### src/rtl/req_queue_pkg.sv
// Shared constants for the two-client request queue: default sizes,
// source tags and the occupancy counter width rule.
package req_queue_pkg;

    localparam int DEF_DATA_W = 8;
    localparam int DEF_DEPTH  = 4;

    localparam logic SRC_0 = 1'b0;
    localparam logic SRC_1 = 1'b1;

    // One extra bit so the counter can hold DEPTH itself (0..DEPTH inclusive).
    function automatic int cnt_w(input int depth);
        return $clog2(depth) + 1;
    endfunction

endpackage

### src/rtl/req_fifo.sv
// Single-clock FIFO with occupancy count and a sticky overflow flag
// for pushes dropped while full.
module req_fifo
    import req_queue_pkg::*;
#(
    parameter int DATA_W = DEF_DATA_W,
    parameter int DEPTH  = DEF_DEPTH,
    parameter int CNT_W  = cnt_w(DEPTH)
) (
    input  logic              clk,
    input  logic              rst,
    input  logic              push,
    input  logic              pop,
    input  logic [DATA_W-1:0] data_in,
    output logic [DATA_W-1:0] head,
    output logic [CNT_W-1:0]  count,
    output logic              full,
    output logic              empty,
    output logic              ovf
);

    localparam int              PTR_W    = $clog2(DEPTH);
    localparam logic [CNT_W-1:0] FULL_CNT = CNT_W'(DEPTH);

    logic [DATA_W-1:0] mem [DEPTH];
    logic [PTR_W-1:0]  wr_ptr;
    logic [PTR_W-1:0]  rd_ptr;
    logic              push_ok;
    logic              pop_ok;

    assign full    = (count == FULL_CNT);
    assign empty   = (count == '0);
    assign push_ok = push && !full;
    assign pop_ok  = pop && !empty;
    assign head    = mem[rd_ptr];

    // Storage carries no reset; stale words are unreachable once pointers clear.
    always_ff @(posedge clk) begin
        if (push_ok) begin
            mem[wr_ptr] <= data_in;
        end
    end

    always_ff @(posedge clk) begin
        if (rst) begin
            wr_ptr <= '0;
            rd_ptr <= '0;
            count  <= '0;
            ovf    <= 1'b0;
        end else begin
            if (push_ok) begin
                wr_ptr <= wr_ptr + PTR_W'(1);
            end
            if (pop_ok) begin
                rd_ptr <= rd_ptr + PTR_W'(1);
            end
            if (push && full) begin
                ovf <= 1'b1;
            end
            case ({push_ok, pop_ok})
                2'b10:   count <= count + CNT_W'(1);
                2'b01:   count <= count - CNT_W'(1);
                default: count <= count;
            endcase
        end
    end

endmodule

### src/rtl/req_queue.sv
// Arbiter front-end: two client FIFOs raise requests, and each qualified
// grant pops one word onto a shared registered output tagged by source.
module req_queue
    import req_queue_pkg::*;
#(
    parameter int DATA_W = DEF_DATA_W,
    parameter int DEPTH  = DEF_DEPTH,
    localparam int CNT_W = cnt_w(DEPTH)
) (
    input  logic              clk,
    input  logic              rest,
    input  logic              wr_en_0,
    input  logic [DATA_W-1:0] wr_data_0,
    input  logic              wr_en_1,
    input  logic [DATA_W-1:0] wr_data_1,
    input  logic              sig_0,
    input  logic              sig_1,
    output logic              req_0,
    output logic              req_1,
    output logic              full_0,
    output logic              full_1,
    output logic [CNT_W-1:0]  count_0,
    output logic [CNT_W-1:0]  count_1,
    output logic              ovf_0,
    output logic              ovf_1,
    output logic              out_valid,
    output logic [DATA_W-1:0] out_data,
    output logic              out_src
);

    logic              empty_0;
    logic              empty_1;
    logic [DATA_W-1:0] head_0;
    logic [DATA_W-1:0] head_1;
    logic              pop_0_p0;
    logic              pop_1_p0;

    assign req_0 = !empty_0;
    assign req_1 = !empty_1;

    // Client 0 wins an illegal double grant; sig_1 is ignored that cycle.
    assign pop_0_p0 = sig_0 && req_0;
    assign pop_1_p0 = sig_1 && req_1 && !pop_0_p0;

    req_fifo #(.DATA_W(DATA_W), .DEPTH(DEPTH), .CNT_W(CNT_W)) u_fifo_0 (
        .clk     (clk),
        .rst     (rest),
        .push    (wr_en_0),
        .pop     (pop_0_p0),
        .data_in (wr_data_0),
        .head    (head_0),
        .count   (count_0),
        .full    (full_0),
        .empty   (empty_0),
        .ovf     (ovf_0)
    );

    req_fifo #(.DATA_W(DATA_W), .DEPTH(DEPTH), .CNT_W(CNT_W)) u_fifo_1 (
        .clk     (clk),
        .rst     (rest),
        .push    (wr_en_1),
        .pop     (pop_1_p0),
        .data_in (wr_data_1),
        .head    (head_1),
        .count   (count_1),
        .full    (full_1),
        .empty   (empty_1),
        .ovf     (ovf_1)
    );

    // Stage p0 -> p1: popped word is registered onto the shared output.
    always_ff @(posedge clk) begin
        if (rest) begin
            out_valid <= 1'b0;
            out_data  <= '0;
            out_src   <= SRC_0;
        end else if (pop_0_p0) begin
            out_valid <= 1'b1;
            out_data  <= head_0;
            out_src   <= SRC_0;
        end else if (pop_1_p0) begin
            out_valid <= 1'b1;
            out_data  <= head_1;
            out_src   <= SRC_1;
        end else begin
            out_valid <= 1'b0;
        end
    end

endmodule

### config.mk
export PLATFORM = sky130hd
export DESIGN_NAME = req_queue
export DESIGN_NICKNAME = d
export VERILOG_FILES = /design/src/rtl/req_queue_pkg.sv /design/src/rtl/req_fifo.sv /design/src/rtl/req_queue.sv
export SDC_FILE = /design/constraint.sdc
export NUM_CORES = 1
export LEC_CHECK = 0
export ABC_AREA = 0
export BUFFER_PORTS_ARGS = -buffer_cell sky130_fd_sc_hd__buf_2
export CORE_MARGIN = 10
export CORE_UTILIZATION = 35
export CTS_CLUSTER_SIZE = 16
export DETAILED_ROUTE_END_ITERATION = 12
export GPL_TIMING_DRIVEN = 1
export HOLD_SLACK_MARGIN = 0.02
export PLACE_DENSITY = 0.6
export SLEW_MARGIN = 20
export SYNTH_ARGS = -nofsm -noshare
export SYNTH_HDL_FRONTEND = slang
export SYNTH_SLANG_ARGS = --single-unit
### constraint.sdc
create_clock -name clk -period 4.84 [get_ports clk]
set_input_delay 0.484 -clock clk [delete_from_list [all_inputs] [get_ports clk]]
set_output_delay 0.484 -clock clk [all_outputs]
set_load 0.01 [all_outputs]
## Word-level counts from Yosys, hierarchy flattened

Memories as Yosys holds them, arrays and structs flattened. A register that Yosys moved wholly into a read port is not among the register bits.
Index checks and enable logic that the tools add are counted.
W data, S select, Z words.

| word-level totals | value |
|---|---|
| register bits after elaboration | 26 |
| bits in writable memories | 64 |
| output and inout bits | 22 |
| logic and storage cells | 61 |
| memories | 2 |

| operators by class | value |
|---|---|
| add/sub/neg operators | 8 |
| equal/unequal tests | 6 |
| mux-type cells | 14 |
| reduce and logical (&&, ||, !) cells | 20 |

Memories:

| memory | words | bits a word | read ports | clocked after memory_dff | write ports | line | text |
|---|---|---|---|---|---|---|---|
| u_fifo_0.mem | 4 | 8 | 1 | 1 | 1 | req_fifo.sv:25 | `logic [DATA_W-1:0] mem [DEPTH];` |
| u_fifo_1.mem | 4 | 8 | 1 | 1 | 1 | req_fifo.sv:25 |  |

Operators by type and width:

| operator | count |
|---|---|
| $mux W8 | 2 |
| $pmux W3 S2 | 2 |
| $logic_and A1 B1 Y1 | 9 |
| $add A2 B1 Y2 const B | 4 |
| $mux W2 | 4 |
| $add A3 B1 Y3 const B | 2 |
| $eq A3 B3 Y1 const B | 2 |
| $logic_not A3 Y1 | 2 |
| $mux W1 | 6 |
| $reduce_bool A2 Y1 | 3 |
| $sub A3 B1 Y3 const B | 2 |
| $logic_not A1 Y1 | 5 |
| $eq A2 B1 Y1 const B | 2 |
| $eq A2 B2 Y1 const B | 2 |
| $reduce_or A2 Y1 | 1 |

## Depth between registers and ports, before layout

Gate-level depths: netlist of the first run.

| logic depth | value |
|---|---|
| depth after elaboration | 8 |
| gate-level depth with buffers | 11 |
| gate-level depth less buffers | 10 |

## By module

A second synthesis of the first run with hierarchy kept.

| second synthesis, totals | value |
|---|---|
| cells, all modules | 255 |
| area, all modules | 3797.4 µm² |

Modules (own cells, without submodules):

| module | times used | cells an instance | area an instance (µm²) | seq. area each (µm²) |
|---|---|---|---|---|
| req_fifo | 2 | 99 | 1664.1 | 1161.1 |
| req_queue | 1 | 57 | 469.2 | 200.2 |

## Worst setup path after synthesis of the first run

OpenSTA, ideal clock, no wires.

| timing | value |
|---|---|
| path type | reg2reg |
| start point | register u_fifo_0.count[2] |
| end point | register u_fifo_0.count[2] |
| arrival time | 2286 ps |
| slack | 2484 ps |
| stages on the path, launching flop included | 12 |
| clock period less this slack | 2356 ps |
| cells stage by stage | dfxtp_1 or3b_1 buf_2 inv_2 nor2_1 inv_1 ha_1 inv_1 fa_1 xor2_1 or3_1 a21oi_1 |

| between the ends | value |
|---|---|
| elaborated cells between the ends (all ways) | 13 |
| those cells by class | 2 x add/sub; 3 x eq/ne; 1 x mux; 7 x reduce/logical |

RTL lines:

| element | line | text |
|---|---|---|
| start: declaration | req_fifo.sv:16 | `output logic [CNT_W-1:0] count,` |
| start signal: assignment | req_fifo.sv:61 | `2'b10: count <= count + CNT_W'(1);` |
| start signal: assignment | req_fifo.sv:62 | `2'b01: count <= count - CNT_W'(1);` |
| start signal: assignment | req_fifo.sv:63 | `default: count <= count;` |
| $eq A3 B3 Y1 (*) | req_fifo.sv:31 | `assign full = (count == FULL_CNT);` |
| named net full_0 | req_queue.sv:20 | `output logic full_0,` |
| $logic_not A1 Y1 (*) | req_fifo.sv:33 | `assign push_ok = push && !full;` |
| $logic_and A1 B1 Y1 (*) | req_fifo.sv:33 |  |
| $eq A2 B1 Y1 or $eq A2 B2 Y1 (tied branches) | req_fifo.sv:60 | `case ({push_ok, pop_ok})` |
| $pmux W3 S2 or $reduce_bool A2 Y1 (tied branches) | n/a |  |

Mark *: on every way through the listed nets, which the timed path passes. The rest lies on a longest branch.
A chain may end at the register's enable or synchronous reset.

## Final worst setup path of the first run

| timing | value |
|---|---|
| start point | register u_fifo_0.count[0] |
| end point | register u_fifo_1.count[2] |

| between the ends | value |
|---|---|
| word-level cells in the longest chain between the ends | 8 |
| elaborated cells between the ends (all ways) | 10 |
| those cells by class | 2 x eq/ne; 1 x mux; 7 x reduce/logical |

RTL lines:

| element | line | text |
|---|---|---|
| $logic_not A3 Y1 (*) | req_fifo.sv:32 | `assign empty = (count == '0);` |
| $logic_not A1 Y1 (*) | req_queue.sv:38 | `assign req_0 = !empty_0;` |
| $logic_and A1 B1 Y1 (*) | req_queue.sv:42 | `assign pop_0_p0 = sig_0 && req_0;` |
| $logic_not A1 Y1 (*) | req_queue.sv:43 | `assign pop_1_p0 = sig_1 && req_1 && !pop_0_p0;` |
| $logic_and A1 B1 Y1 (*) | req_queue.sv:43 |  |
| $logic_and A1 B1 Y1 (*) | req_fifo.sv:34 | `assign pop_ok = pop && !empty;` |
| named net u_fifo_1.pop_ok | req_fifo.sv:29 | `logic pop_ok;` |
| $eq A2 B1 Y1 or $eq A2 B2 Y1 (tied branches) | req_fifo.sv:60 |  |
| $pmux W3 S2 or $reduce_bool A2 Y1 (tied branches) | n/a |  |
| end signal: assignment | req_fifo.sv:61 |  |
| end signal: assignment | req_fifo.sv:62 |  |
| end signal: assignment | req_fifo.sv:63 |  |
| end: declaration | req_fifo.sv:16 |  |

Marks and branches as above.

==> parameters.txt, run 1 <==
Parameter                              Value

Outcome
  Status    finished, final reports clean

Floorplanning
  I/O pins    44
  Floorplan row count    37
  Starting density of the core    36.1%
  Die Span X    123 um
  Core area    0.0104 mm^2
  Die area    0.0152 mm^2
  Die span in y    123 um

Synthesis
  Top post-synthesis cells by count    sky130_fd_sc_hd__edfxtp_1, sky130_fd_sc_hd__dfxtp_1, sky130_fd_sc_hd__nor2_1
  Cell with the most instances after synthesis    sky130_fd_sc_hd__edfxtp_1
  Area leader, netlist    sky130_fd_sc_hd__edfxtp_1
  Sequential-to-total area share from yosys stat    67.5%
  Post-synthesis net count    287
  Post-synth ARST share    0%
  Synthesized instance count    253
  Syn_area_per_cell    14.8 um^2
  Area share of the leading cell type in the synthesized netlist    51.4%
  Warning count from the yosys run    0
  Distinct cell type count of the synthesized netlist    28
  Area of the mapped netlist    0.00374 mm^2
  Top flip-flop cell by instance count after synthesis    sky130_fd_sc_hd__edfxtp_1
  Leading post-synthesis cells by cell area    sky130_fd_sc_hd__edfxtp_1, sky130_fd_sc_hd__dfxtp_1, sky130_fd_sc_hd__mux4_2
  Count of flip-flops with a built-in enable after synthesis    64
  Synthesis-stage register bit count    94

Cells and area
  Fraction of final layout cells sized beyond drive strength 1    26.4%
  Post-route non-filler standard cell count    435
  Final net count    328
  Final cell area excluding filler cells    0.00425 mm^2
  Synth-to-Final Area Change    13.8%
  Filler cell count    971
  Antenna diode count    0
  Share of the core filled with cells in the final layout    41.0%

Power
  Sum of internal, switching and leakage power    2.19 mW
  Lkg Pwr    1.56 nW
  Ratio of total power to cell area    514 mW/mm^2
  Worst vdd ir    324 uV

Clock tree
  Total clock sinks    94
  Setup fix buffers added after clock tree synthesis    0
  Clk buf depth    2
  Clock Root Buffer    sky130_fd_sc_hd__clkbuf_8
  Resized cells post-CTS    0
  Source-to-sink clock delay at the later pin of the worst-skew pair    0.36 ns
  Hold_buf cts    0
  H-tree depth    3
  Clock-pin transition on the worst setup and hold timing paths    0.09 ns
  TritonCTS clock tree    built
  Cts bufs inserted    9

STA
  RSZ-0062 raised after global routing    false
  Max-slew violation count    0
  Worst slew pin tran    0.881 ns
  Count of final hold-check violations    0
  Highest Clock Rate    368 MHz
  Period minus WS final    2.72 ns
  Setup clock skew after layout    0.0150 ns
  Worst rel slew slack    40.9%
  Total negative slack for setup checks    0 ns
  Period Utilization, post-route    56.2%
  Number of endpoints failing setup at the final stage    0

Setup path
  Critical-path cell list    o31ai_4 > inv_2 > nor2_1 > ha_1 > inv_1 > fa_1 > xor2_1 > or3_1 > a21oi_1
  Worst setup SP type    flip-flop
  Worst Setup End Kind    flip-flop
  Critical path class    reg2reg
  Arrival time at the worst endpoint    3.01 ns
  Largest delay share family, worst path    compound AO/OA/AOI/OAI gates
  Standard cell with the maximum stage delay on the critical path    sky130_fd_sc_hd__o31ai_4
  CP peak stage delay    0.54 ns
  Largest fanout on the critical path    14
  Crit path buf inv count    2
  Required time worst endpoint    5.13 ns

Drt
  Detail-routed via count per cell    4.90
  Remaining number of nets flagged by the antenna check after routing    0
  Drt first pass iters    4
  Via total after detailed routing    2,133
  Detail-routed net length per standard cell    16.4 um
  DRC viols    0
  Aggregate routed wire length    7120 um
  Violation count after the first detailed-routing iteration    103

Hold path
  Class of the worst hold path    in2reg

Place
  Post-DP Area    0.00407 mm^2
  Post-placement cell count    419
  IO buf count    43
  Gpl congestion    0.783
  Placed wire-length estimate after detailed placement    5070 um

Global route
  Global Route met2 Usage    14.7%
  Met1 track utilization from global routing    12.9%
  Grt ovf    0
  Overall fraction of global-route tracks in use    10.0%
  Global-route met3 utilization    3.37%
  Initial antenna violation count    0
  Vias in the first global route    2,236
  Busiest metal layer after global routing    met2
  Wire length of the first global-routing pass    11,600 um
  Pin count of the biggest net entering global routing    30

Run
  Max-cap violations    0
-- metrics by stage --
stage / hold WS, ns / setup slack [ns]
finish: 0.335 / 2.12
global route: 0.319 / 1.84
detailed placement: 0.462 / 2.13
global placement: 0.447 / 2.29
CTS: 0.316 / 2.10
floorplan: 0.485 / 2.48
-- layout by cell type, fill, tap and decap left out, types with 5 or more instances in the layout --
master	Yosys	routed
sky130_fd_sc_hd__a211oi_1	8	8
sky130_fd_sc_hd__a21oi_1	21	21
sky130_fd_sc_hd__and3_1	8	8
sky130_fd_sc_hd__buf_2	7	43
sky130_fd_sc_hd__clkbuf_8	0	12
sky130_fd_sc_hd__dfxtp_1	30	30
sky130_fd_sc_hd__edfxtp_1	64	64
sky130_fd_sc_hd__ha_1	10	10
sky130_fd_sc_hd__inv_1	15	15
sky130_fd_sc_hd__mux4_2	16	16
sky130_fd_sc_hd__nand2_1	8	8
sky130_fd_sc_hd__nor2_1	24	24
sky130_fd_sc_hd__o21ai_1	5	5
sky130_fd_sc_hd__or3_1	5	5
sky130_fd_sc_hd__xor2_1	5	5
-- registers in the layout, indices dropped and copies added (netlist names), named ones only --
| signal | count |
|---|---|
| u_fifo_0.mem | 32 |
| u_fifo_1.mem | 32 |
| out_data | 8 |
| u_fifo_0.count | 3 |
| u_fifo_1.count | 3 |
| u_fifo_0.rd_ptr | 2 |
| u_fifo_0.wr_ptr | 2 |
| u_fifo_1.rd_ptr | 2 |
| u_fifo_1.wr_ptr | 2 |
| out_src | 1 |
| out_valid | 1 |
| u_fifo_0.ovf | 1 |
| u_fifo_1.ovf | 1 |
-- logic make-up (layout without fill, tap and decap cells) --
group | after synthesis | count (layout) | synth area share [%]
AO/OA/AOI/OAI | 42 | 42 | 7.20
XOR/XNOR | 6 | 6 | 1.41
adder cells (fa/ha/maj) | 12 | 12 | 4.42
buffers and inverters | 31 | 77 | 3.35
flip-flops | 94 | 94 | 67.5
multiplexers | 16 | 16 | 9.64
AND/OR/NAND/NOR | 52 | 52 | 6.53
-- metal layers --
layer,wire [um],vias up
li1,-,1020
met1,3420,1049
met2,3140,52
met3,409,12
met4,146,0
met5,0,-
-- worst paths after layout --
path                          start                  to  slack [ns]  depth (start not counted)
setup / recovery  u_fifo_0.count[0]   u_fifo_1.count[2]        2.12                          9
hold / removal         wr_data_0[4]  u_fifo_0.mem[1][4]        0.34                          1
setup reg to reg  u_fifo_0.count[0]   u_fifo_1.count[2]        2.12                          9
hold reg to reg        u_fifo_0.ovf        u_fifo_0.ovf        0.48                          2
-- power breakdown --
group | total, mW | leakage [nW] | switching (mW) | internal, mW
registers | 1.11 | 0.833 | 0.120 | 0.991
clock network | 0.490 | 0.0994 | 0.262 | 0.229
logic | 0.586 | 0.625 | 0.314 | 0.272
total | 2.19 | 1.56 | 0.695 | 1.49
-- layout make-up --
class	instances	area, um^2	area share (%)
inverters	18	67.6	1.59
clock buffers	13	169	3.97
clock inverters	3	18.8	0.441
repair buffers	43	215	5.06
flip-flops and latches	94	2520	59.3
well taps	136	170	4.00
multi-input cells	128	1090	25.6
(Power assumes the default switching activity.)
==> run 2: changes to the inputs <==
Clock period 4.84 ns to 2.7 ns, I/O delays scaled along.
==> parameters.txt, run 2 (synthesis gave the netlist of run 1 again) <==
Parameter                              Value

STA
  Worst rel slew slack    62.2% (+21 points)
  Setup clock skew after layout    0.0120 ns (-0.00293 ns)
  Total negative slack for setup checks    0 ns (unchanged)
  Number of endpoints failing setup at the final stage    0 (unchanged)
  RSZ-0062 raised after global routing    false
  Max-slew violation count    0 (unchanged)
  Worst slew pin tran    0.566 ns (-0.315 ns)
  Period minus WS final    2.44 ns (-0.284 ns)
  Highest Clock Rate    410 MHz (+12%)
  Period Utilization, post-route    90.3% (+34 points)
  Count of final hold-check violations    0 (unchanged)

Drt
  DRC viols    0 (unchanged)
  Drt first pass iters    4 (unchanged)
  Via total after detailed routing    2,131 (-0.094%)
  Detail-routed via count per cell    4.85 (-1.0%)
  Remaining number of nets flagged by the antenna check after routing    0 (unchanged)
  Violation count after the first detailed-routing iteration    121 (+17%)
  Aggregate routed wire length    7080 um (-0.60%)
  Detail-routed net length per standard cell    16.1 um (-1.5%)

Clock tree
  Total clock sinks    94 (unchanged)
  Clock Root Buffer    sky130_fd_sc_hd__clkbuf_8
  H-tree depth    3 (unchanged)
  Hold_buf cts    0 (unchanged)
  Cts bufs inserted    9 (unchanged)
  Clock-pin transition on the worst setup and hold timing paths    0.08 ns (about the same)
  Setup fix buffers added after clock tree synthesis    0 (unchanged)
  Resized cells post-CTS    0 (unchanged)
  Source-to-sink clock delay at the later pin of the worst-skew pair    0.36 ns (about the same)
  TritonCTS clock tree    built
  Clk buf depth    2 (unchanged)

Cells and area
  Synth-to-Final Area Change    14.6%
  Largest registers    u_fifo_0.mem (32), u_fifo_1.mem (32), out_data (8)
  Fraction of final layout cells sized beyond drive strength 1    27.1% (+0.64 points)
  Post-route non-filler standard cell count    439 (+0.92%)
  Share of the core filled with cells in the final layout    41.3% (+0.29 points)
  Most common cell after layout, fill and taps aside    sky130_fd_sc_hd__edfxtp_1
  Commonest cells after routing, fill and taps aside    sky130_fd_sc_hd__edfxtp_1, sky130_fd_sc_hd__buf_2, sky130_fd_sc_hd__dfxtp_1
  Filler cell count    997 (+2.7%)
  Final net count    332 (+1.2%)
  Antenna diode count    0 (unchanged)

Floorplanning
  Die Span X    123 um (unchanged)
  I/O pins    44 (unchanged)
  Core area    0.0104 mm^2 (unchanged)
  Floorplan row count    37 (unchanged)
  Die area    0.0152 mm^2 (unchanged)
  Die span in y    123 um (unchanged)
  Starting density of the core    36.1% (unchanged)

Setup path
  Worst setup SP type    flip-flop
  Arrival time at the worst endpoint    2.72 ns (-0.29 ns)
  Standard cell with the maximum stage delay on the critical path    sky130_fd_sc_hd__or3b_1
  Worst Setup End Kind    flip-flop
  Critical path class    reg2reg
  Worst reg2reg path depth    10 (+1)
  Required time worst endpoint    2.98 ns (-2.15 ns)
  Crit path top cell by count    sky130_fd_sc_hd__inv_1
  Critical-path cell list    or3b_1 > inv_2 > nor2_1 > inv_1 > ha_1 > inv_1 > fa_1 > xor2_1 > or3_1 > a21oi_1
  Largest fanout on the critical path    7 (-7)
  CP peak stage delay    0.49 ns (-0.05 ns)

Outcome
  Status    finished, final reports clean

Run
  Max-cap violations    0 (unchanged)

Global route
  Wire length of the first global-routing pass    11,500 um (-0.90%)
  Vias in the first global route    2,249 (+0.58%)
  Initial antenna violation count    0 (unchanged)
  Pin count of the biggest net entering global routing    30 (unchanged)
  Overall fraction of global-route tracks in use    9.82% (-0.20 points)
  Grt ovf    0 (unchanged)

Place
  Gpl congestion    0.781 (-0.29%)
  Post-placement cell count    423 (+0.95%)
  IO buf count    43 (unchanged)
  Placed wire-length estimate after detailed placement    5070 um (about the same)

Power
  Lkg Pwr    1.57 nW (+0.93%)
  Ratio of total power to cell area    925 mW/mm^2 (+80%)
  Sum of internal, switching and leakage power    3.96 mW (+81%)
  Worst vdd ir    505 uV (+56%)

Hold path
  Cells on Worst Hold Path    1 (unchanged)
  Class of the worst hold path    in2reg
==> run 2: changes by cell type in the layout (fill, tap and decap cells not counted), sizes merged <==
cell,change
buf,+4
clkbuf,-4
bufinv,+1
clkinv,+1
clkinvlp,+1
inv,+1
==> run 2: final timing paths <==
check               startpoint            endpoint  slack [ns]
max reg2reg  u_fifo_1.count[2]   u_fifo_1.count[2]        0.26
min               wr_data_1[6]  u_fifo_1.mem[1][6]        0.13
min reg2reg       u_fifo_0.ovf        u_fifo_0.ovf        0.48
max          u_fifo_1.count[2]   u_fifo_1.count[2]        0.26
==> run 2: worst max-delay path: cells and delay by family, from the launching register on <==
kind            cells  cell delay [ns]
simple gates        3             0.84
flops               1             0.45
xor+xnor            1             0.17
buf+inv             3             0.24
compound gates      1             0.14
fa+ha+maj           2             0.54
==> run 2: per-stage QoR <==
stage	setup slack [ns]	area (um^2)	hold slack, ns
detailed placement	0.283	4100	0.457
global route	0.119	4280	0.115
global placement	0.391	4100	0.454
finish	0.263	4280	0.131
CTS	0.267	4280	0.114
floorplan	0.344	3740	0.369
==> run 2: power breakdown <==
part	leakage (nW)	switching, mW	internal (mW)
combinational	0.644	0.569	0.513
sequential	0.833	0.209	1.78
clock	0.0945	0.474	0.422
total	1.57	1.25	2.71
==> run 2: final cells by class <==
type | count | area, um^2 | area share (%)
Sequential cell | 94 | 2520 | 58.9
Multi-Input combinational cell | 128 | 1090 | 25.5
Timing Repair Buffer | 47 | 245 | 5.72
Tap cell | 136 | 170 | 3.97
Clock buffer | 9 | 124 | 2.89
Inverter | 18 | 67.6 | 1.58
Clock inverter | 7 | 63.8 | 1.49
==> run 2: per-layer routing <==
metal,vias to the layer above,GRT usage [%],routed length [um]
li1,1022,-,-
met2,51,15.1,3360
met1,1047,12.9,3300
met4,0,5.02,126
met3,11,1.91,297
met5,-,0,0
